$ cat src/rtl/agu_arbiter.sv
// Round-robin arbiter/sequencer sharing one address generation unit among NUM_REQ requesters.
// Latches the winner's config, pulses agu_en once per sweep and counts beats locally.
module agu_arbiter #(
  parameter int NUM_REQ    = 3,
  parameter int VLEN       = 16384,
  parameter int DATA_WIDTH = 64,
  parameter int ADDR_WIDTH = 5,
  parameter int OFF_WIDTH  = 8,
  parameter int CNT_WIDTH  = OFF_WIDTH + 5
) (
  input  logic                            clk,
  input  logic                            rst_n,
  input  logic [NUM_REQ-1:0]              req,
  input  logic [NUM_REQ*ADDR_WIDTH-1:0]   req_addr,
  input  logic [NUM_REQ*2-1:0]            req_sew,
  input  logic [NUM_REQ*OFF_WIDTH-1:0]    req_max_off,
  input  logic [NUM_REQ*3-1:0]            req_max_reg,
  input  logic [NUM_REQ-1:0]              req_whole_reg,
  input  logic [NUM_REQ-1:0]              req_widen,
  output logic [NUM_REQ-1:0]              gnt,
  output logic [NUM_REQ-1:0]              done,
  output logic                            busy,
  output logic                            agu_en,
  output logic [ADDR_WIDTH-1:0]           agu_addr,
  output logic [1:0]                      agu_sew,
  output logic [OFF_WIDTH-1:0]            agu_max_off,
  output logic [2:0]                      agu_max_reg,
  output logic                            agu_whole_reg,
  output logic                            agu_widen
);

  localparam int PTR_W         = (NUM_REQ > 1) ? $clog2(NUM_REQ) : 1;
  localparam int BEATS_PER_REG = VLEN / DATA_WIDTH;

  typedef enum logic {IDLE, BUSY} state_t;

  state_t                 state, state_nxt;
  logic [PTR_W-1:0]       rr_ptr, rr_nxt, win;
  logic [CNT_WIDTH-1:0]   beat_cnt, cnt_nxt, beats, reg_beats, span;
  logic                   found, last_beat;
  logic [NUM_REQ-1:0]     avail, gnt_nxt, done_nxt;
  logic                   busy_nxt, en_nxt;
  logic [ADDR_WIDTH-1:0]  w_addr, addr_nxt;
  logic [1:0]             w_sew, sew_nxt;
  logic [OFF_WIDTH-1:0]   w_max_off, max_off_nxt;
  logic [2:0]             w_max_reg, max_reg_nxt;
  logic                   w_whole, w_widen, whole_nxt, widen_nxt;

  // The owner is masked off on its last beat so a waiting requester can be chained without a bubble.
  always_comb begin : arb
    int idx;
    idx       = 0;
    last_beat = (state == BUSY) && (beat_cnt == '0);
    avail     = req & ~(last_beat ? gnt : '0);
    found     = 1'b0;
    win       = '0;
    for (int k = 0; k < NUM_REQ; k++) begin
      idx = int'(rr_ptr) + k;
      if (idx >= NUM_REQ) idx = idx - NUM_REQ;
      if (!found && avail[idx]) begin
        found = 1'b1;
        win   = PTR_W'(idx);
      end
    end
  end

  always_comb begin
    w_addr    = req_addr[int'(win)*ADDR_WIDTH +: ADDR_WIDTH];
    w_sew     = req_sew[int'(win)*2 +: 2];
    w_max_off = req_max_off[int'(win)*OFF_WIDTH +: OFF_WIDTH];
    w_max_reg = req_max_reg[int'(win)*3 +: 3];
    w_whole   = req_whole_reg[win];
    w_widen   = req_widen[win];
    reg_beats = CNT_WIDTH'(BEATS_PER_REG) << w_sew;
    span      = (CNT_WIDTH'(w_max_reg) + CNT_WIDTH'(1)) * (CNT_WIDTH'(w_max_off) + CNT_WIDTH'(1));
    beats     = w_whole ? reg_beats : span;
    if (w_widen) beats = beats << 1;
  end

  always_comb begin
    state_nxt   = state;
    rr_nxt      = rr_ptr;
    cnt_nxt     = beat_cnt;
    gnt_nxt     = gnt;
    done_nxt    = '0;
    busy_nxt    = busy;
    en_nxt      = 1'b0;
    addr_nxt    = agu_addr;
    sew_nxt     = agu_sew;
    max_off_nxt = agu_max_off;
    max_reg_nxt = agu_max_reg;
    whole_nxt   = agu_whole_reg;
    widen_nxt   = agu_widen;
    if (found && (state == IDLE || last_beat)) begin
      state_nxt   = BUSY;
      rr_nxt      = (win == PTR_W'(NUM_REQ - 1)) ? '0 : win + PTR_W'(1);
      cnt_nxt     = beats - CNT_WIDTH'(1);
      gnt_nxt     = NUM_REQ'(1) << win;
      busy_nxt    = 1'b1;
      en_nxt      = 1'b1;
      addr_nxt    = w_addr;
      sew_nxt     = w_sew;
      max_off_nxt = w_max_off;
      max_reg_nxt = w_max_reg;
      whole_nxt   = w_whole;
      widen_nxt   = w_widen;
      if (beats == CNT_WIDTH'(1)) done_nxt = NUM_REQ'(1) << win;
    end else if (last_beat) begin
      state_nxt = IDLE;
      gnt_nxt   = '0;
      busy_nxt  = 1'b0;
    end else if (state == BUSY) begin
      cnt_nxt = beat_cnt - CNT_WIDTH'(1);
      // done is registered, so it is raised on the edge that enters the last beat.
      if (beat_cnt == CNT_WIDTH'(1)) done_nxt = gnt;
    end
  end

  always_ff @(posedge clk or negedge rst_n) begin
    if (!rst_n) begin
      state         <= IDLE;
      rr_ptr        <= '0;
      beat_cnt      <= '0;
      gnt           <= '0;
      done          <= '0;
      busy          <= 1'b0;
      agu_en        <= 1'b0;
      agu_addr      <= '0;
      agu_sew       <= '0;
      agu_max_off   <= '0;
      agu_max_reg   <= '0;
      agu_whole_reg <= 1'b0;
      agu_widen     <= 1'b0;
    end else begin
      state         <= state_nxt;
      rr_ptr        <= rr_nxt;
      beat_cnt      <= cnt_nxt;
      gnt           <= gnt_nxt;
      done          <= done_nxt;
      busy          <= busy_nxt;
      agu_en        <= en_nxt;
      agu_addr      <= addr_nxt;
      agu_sew       <= sew_nxt;
      agu_max_off   <= max_off_nxt;
      agu_max_reg   <= max_reg_nxt;
      agu_whole_reg <= whole_nxt;
      agu_widen     <= widen_nxt;
    end
  end

endmodule

$ cat config.mk
export PLATFORM = sky130hd
export DESIGN_NAME = agu_arbiter
export DESIGN_NICKNAME = d
export VERILOG_FILES = /design/src/rtl/agu_arbiter.sv
export SDC_FILE = /design/constraint.sdc
export NUM_CORES = 1
export LEC_CHECK = 0
export BUFFER_PORTS_ARGS = -buffer_cell sky130_fd_sc_hd__buf_2
export CORE_ASPECT_RATIO = 2
export CORE_MARGIN = 2
export CORE_UTILIZATION = 44
export DETAILED_ROUTE_END_ITERATION = 10
export GPL_TIMING_DRIVEN = 0
export HOLD_SLACK_MARGIN = 0.08
export PLACE_DENSITY = 0.72
export SETUP_SLACK_MARGIN = 0.02
export SLEW_MARGIN = 25
export SYNTH_ARGS = -nofsm -noshare
export SYNTH_HDL_FRONTEND = slang
export SYNTH_SLANG_ARGS = --single-unit
$ cat constraint.sdc
create_clock -name clk -period 20.8 [get_ports clk]
set_input_delay 1.04 -clock clk [delete_from_list [all_inputs] [get_ports clk]]
set_output_delay 1.04 -clock clk [all_outputs]
set_load 0.005 [all_outputs]
==> Word level (Yosys, flattened, before mapping) <==
Cells that the tools add are included.
{ "totals": {"reg_bits": 43} }
{ "classes": {"n_addsub": 10, "n_mul": 3, "order_cmp": 7, "eq_ne": 4, "shift": 6, "muxes": 39, "bitwise": 3, "reduce_logical": 11} }
{ "ops": {"columns": ["cell", "n"], "rows": [
  ["32-bit by 4-bit less-than comparator with 1-bit output (second input constant)", 3],
  ["32-bit two-way mux", 3],
  ["13-bit two-way mux", 5],
  ["13-bit by 1-bit equality test with 1-bit output (second input constant)", 2],
  ["13-bit by 1-bit subtractor with 13-bit output (second input constant)", 2],
  ["3-bit two-way mux", 8],
  ["24-bit by 6-bit variable part select with 8-bit output", 1],
  ["15-bit by 6-bit variable part select with 5-bit output", 1],
  ["1-bit two-way mux", 14],
  ["13-bit logical NOT", 1],
  ["4-bit by 9-bit multiplier with 13-bit output", 1],
  ["9-bit by 2-bit left shift with 13-bit output (first input constant)", 1],
  ["1-bit binary-select mux with 2-bit select", 5],
  ["8-bit by 1-bit adder with 9-bit output (second input constant)", 1],
  ["9-bit by 5-bit variable part select with 3-bit output", 1],
  ["2-bit two-way mux", 4],
  ["3-bit by 2-bit subtractor with 4-bit output (second input constant)", 2],
  ["3-bit by 2-bit >= comparator with 1-bit output (second input constant)", 2],
  ["6-bit by 4-bit variable part select with 2-bit output", 1],
  ["2-bit by 3-bit multiplier with 5-bit output (second input constant)", 1],
  ["3-bit by 1-bit adder with 4-bit output (second input constant)", 1],
  ["1-bit logical AND", 4],
  ["2-bit by 2-bit multiplier with 4-bit output (second input constant)", 1],
  ["2-bit nonzero test", 2],
  ["other kinds (15)", 16]
]} }

==> Logic depth before layout (Yosys ltp) <==
{ "depth": {"depth_word": 24, "mapped_depth": 30} }

==> Least setup slack after synthesis <==
OpenSTA, ideal clock, no wires.
{ "synth_timing": {"kind": "register to register", "from": "register beat_cnt[0]", "to": "register beat_cnt[11]", "arrival_time_ns": 7.403, "required_ns": 20.670, "slack_ns": 13.267, "path_stages_with_launch": 29, "synth_period_minus_slack_ns": 7.533, "path_cell_list": "dfrtp_1 inv_1 ha_1 or3b_1 buf_2 or4_4 a31oi_4 o211ai_2 clkbuf_1 a222oi_1 clkbuf_1 inv_1 ha_1 xnor2_1 nand2b_1 fa_1 fa_1 inv_1 fa_1 a211oi_1 o21ai_0 a21oi_1 o21bai_1 xor2_1 mux2_2 a211oi_1 nor4b_4 nor4b_1 nor3_1"} }
{ "synth_via": {"elab_chain_cells": 23, "elab_cells_between_ends": 48, "cone_classes": "4 x add/sub; 2 x mul; 1 x eq/ne; 4 x shift; 25 x mux; 2 x bitwise; 10 x reduce/logical"} }
{ "synth_rtl": {"columns": ["element", "line_no", "rtl"], "rows": [
  ["from (decl)", "39", "logic [CNT_WIDTH-1:0] beat_cnt, cnt_nxt, beats, reg_beats, span;"],
  ["from (signal assigned)", "137", "beat_cnt <= cnt_nxt;"],
  ["13-bit logical NOT *", "53", "last_beat = (state == BUSY) && (beat_cnt == '0);"],
  ["1-bit logical AND *", "53", null],
  ["3-bit two-way mux *", "54", "avail = req & ~(last_beat ? gnt : '0);"],
  ["3-bit inverter *", "54", null],
  ["3-bit AND *", "54", null],
  ["1-bit binary-select mux with 2-bit select", "60", "if (!found && avail[idx]) begin"],
  ["1-bit two-way mux (implied by the code) (2 in a row)", "60", null],
  ["1-bit two-way mux", "60", null],
  ["[7 not listed]", null, null],
  ["9-bit by 5-bit variable part select with 3-bit output *", "71", "w_max_reg = req_max_reg[int'(win)*3 +: 3];"],
  ["named net w_max_reg[0]", "46", "logic [2:0] w_max_reg, max_reg_nxt;"],
  ["3-bit by 1-bit adder with 4-bit output *", "75", "span = (CNT_WIDTH'(w_max_reg) + CNT_WIDTH'(1)) * (CNT_WIDTH'(w_max_off) + CNT_WIDTH'(1));"],
  ["4-bit by 9-bit multiplier with 13-bit output *", "75", null],
  ["13-bit two-way mux *", "76", "beats = w_whole ? reg_beats : span;"],
  ["13-bit two-way mux *", "77", "if (w_widen) beats = beats << 1;"],
  ["13-bit by 1-bit subtractor with 13-bit output *", "97", "cnt_nxt = beats - CNT_WIDTH'(1);"],
  ["13-bit two-way mux *", "94", "if (found && (state == IDLE || last_beat)) begin"]
]} }
Mark *: on every way through the listed nets, which the timed path passes. The rest lies on a longest branch. The select of a mux whose other input is x is not followed.
A chain may end at the register's enable or synchronous reset.

==> Worst setup path in the final report <==
Ends and elaborated chain as after synthesis.

==> run metrics <==
Initial Utilization 45.3%; post-CTS setup buffers 0; Fin Clk Skew 0.0107 ns; WP data required 20.97 ns; CTS buffer count 5; design area 5200 sq um; largest net degree at the start of global routing 44; Int Pwr 0.000350 W; worst slew pin tran 1.07 ns; most frequent cells in the layout 95 x buf_2, 84 x nand2_1, 61 x nor2_1; layout cells sized above 1 19.2%; Worst setup SP type flip-flop; Max-slew headroom 28.7%; first-pass GRT wire length 22.1 mm; Clk pin slew, worst setup/hold paths 0.07 ns; status completed; Non-Filler Instances 783; Clk pwr share 13.4%; CP peak stage delay 0.60 ns; routed vias 4739; # diodes 0; area grow syn2layout 18.5%; crit end category flip-flop; Net Switching 0.000356 W; via/cell ratio 6.05; number of global-route vias before repair 4659; gr usage total 26.2%; Synth Flop Type dfrtp_1; synth unique cells 76; power share of the sequential group 17.3%; Worst Setup SP beat_cnt[0]; IO Pins 93; largest registers beat_cnt (13), agu_max_off (8), agu_addr (5); worst-skew pair later-pin latency 0.30 ns; CP Max Fanout 10; ys async rst share 100%; Resized cells post-CTS 0; max FFs per register 13; top achievable clock speed 0.113 GHz; Tcrit/Tclk final 42.7%; CTS root buf clkbuf_16; critical path arrival 9.05 ns; VDD IR max 0.0758 mV; gr ovfl total 0; port bufs 92; Final Net Count 754; EDFF count, synth 0; Final ANT Viol Nets 0; post-synthesis sequential area ratio 24.5%; Seq cells post-synth 43; # DRC 0; Worst Hold Class reg -> reg; # rows 51; Clock Path Buffers 2; Final setup viols 0; PwrDens 136 nW/um^2; RSZ-0062 raised after global routing false; placed cell count 774; Chip Height 145 um; die width 74.6 um; fin worst setup slack 11.92 ns; Fin Setup TNS 0 ns; Synth Warn # 0; hold path startpoint agu_widen; H-Tree Level Count 2; Most flops, register beat_cnt; mapped cell area 4390 sq um; Mapped Nets 654; Mapped Cells 550; core area 9700 sq um; Crit Path Category reg -> reg; DRT iter0 DRCs 385; full die area 10800 sq um; commonest non-fill, non-tap cell in the layout buf_2; Hold Fails Final Rpt 0; Syn Area/Cell 7.98 sq um; max_cap viols 0; Switching Fraction 50.4%; initial antenna violation count 0; slowest CP cell xnor2_1; Gate power share 69.3%; CTS Hold Buffers Added 0; 1st-pass router iterations 5; Final min period 8.88 ns; TritonCTS clock tree done; RD Place Congestion 0.951; total clock sinks 43; dpl hpwl 11.3 mm; Placement Setup Slack 12.05 ns; WL/cell 17.8 um; leak pwr 2.44 nW; R2R Path Start beat_cnt[0]; wirelength, routed 14.0 mm; Max Slew Vio Count 0; Final Total Pwr 0.000706 W; Placement Cell Area 5020 sq um
==> path summary, 6_finish.rpt <==
kind	cells after the start	slack, ns	to
worst max register to register	28	11.92	beat_cnt[11]
worst max-delay path	28	11.92	beat_cnt[11]
max in group asynchronous	1	19.65	beat_cnt[5]
worst min register to register	2	0.48	agu_widen
worst min-delay path	2	0.48	agu_widen
min in group asynchronous	1	0.73	agu_addr[1]
==> critical path: cells and delay by family, from the launching register on <==
kind / cells / cell delay (ns)
flip-flops: 1 / 0.42
buffers and inverters: 6 / 1.37
AND/OR/NAND/NOR: 6 / 1.84
multiplexers: 1 / 0.29
AO/OA/AOI/OAI: 8 / 2.08
XOR/XNOR: 2 / 0.78
adder cells (fa/ha/maj): 5 / 1.95
==> cell usage after synthesis (6+ instances only) <==
cell	count	area share, %
nand4_1	8	1.1
dfrtp_1	43	25
inv_1	37	3.2
nand3_1	12	1.4
a21oi_1	25	2.8
nand2_1	84	7.2
a31oi_1	6	0.86
a222oi_1	8	1.8
xor2_1	10	2.0
and2_1	10	1.4
nor3_1	8	0.91
ha_1	25	7.1
a22oi_1	6	1.0
o21ai_0	32	3.6
xnor2_1	18	3.6
fa_1	14	6.4
clkbuf_1	16	1.4
o21ai_1	6	0.68
nor2_1	61	5.2
a211oi_1	7	1.2
==> kinds of logic (layout without fill, tap and decap cells) <==
group / count (synthesis) / count (layout) / synth area share, %
flops: 43 / 43 / 24.5
mux: 4 / 4 / 0.969
xor+xnor: 28 / 28 / 5.59
buf+inv: 59 / 160 / 5.13
simple gates: 226 / 226 / 24.8
fa+ha+maj: 40 / 40 / 13.7
compound gates: 150 / 150 / 25.3
==> stage by stage <==
stage	util [%]	hold slack, ns
floorplan	-	0.470
global placement	51.7	0.456
detailed placement	51.8	0.472
CTS	53.6	0.488
global route	53.6	0.512
finish	53.6	0.482
==> area by class of cell <==
cell class                      count  area, sq um
Clock buffer                        5          125
Clock inverter                      3         47.5
Timing Repair Buffer               93          468
Buffer                             20         78.8
Fill cell                         942         4500
Inverter                           39          146
Multi-Input combinational cell    448         3100
Sequential cell                    43         1080
Tap cell                          132          165
==> layer usage <==
metal  routed length, um  global-route usage [%]  vias up
met5                   0                       0        -
met4                 887                    16.3        0
met3                 546                    2.99       68
met2                7700                    48.1      193
met1                4830                    26.1     2290
li1                    -                       -     2188
==> power groups by stage <==
stage / registers (W) / logic (W) / clock network [W]
after global placement: 0.000122 / 0.000467 / 0
after global routing: 0.000125 / 0.000542 / 0.0000977
after CTS: 0.000122 / 0.000482 / 0.0000947
after detailed placement: 0.000123 / 0.000478 / 0
final: 0.000122 / 0.000489 / 0.0000943
after floorplan: 0.000119 / 0.000369 / 0
Note: power is estimated with default switching activity, not from simulation.
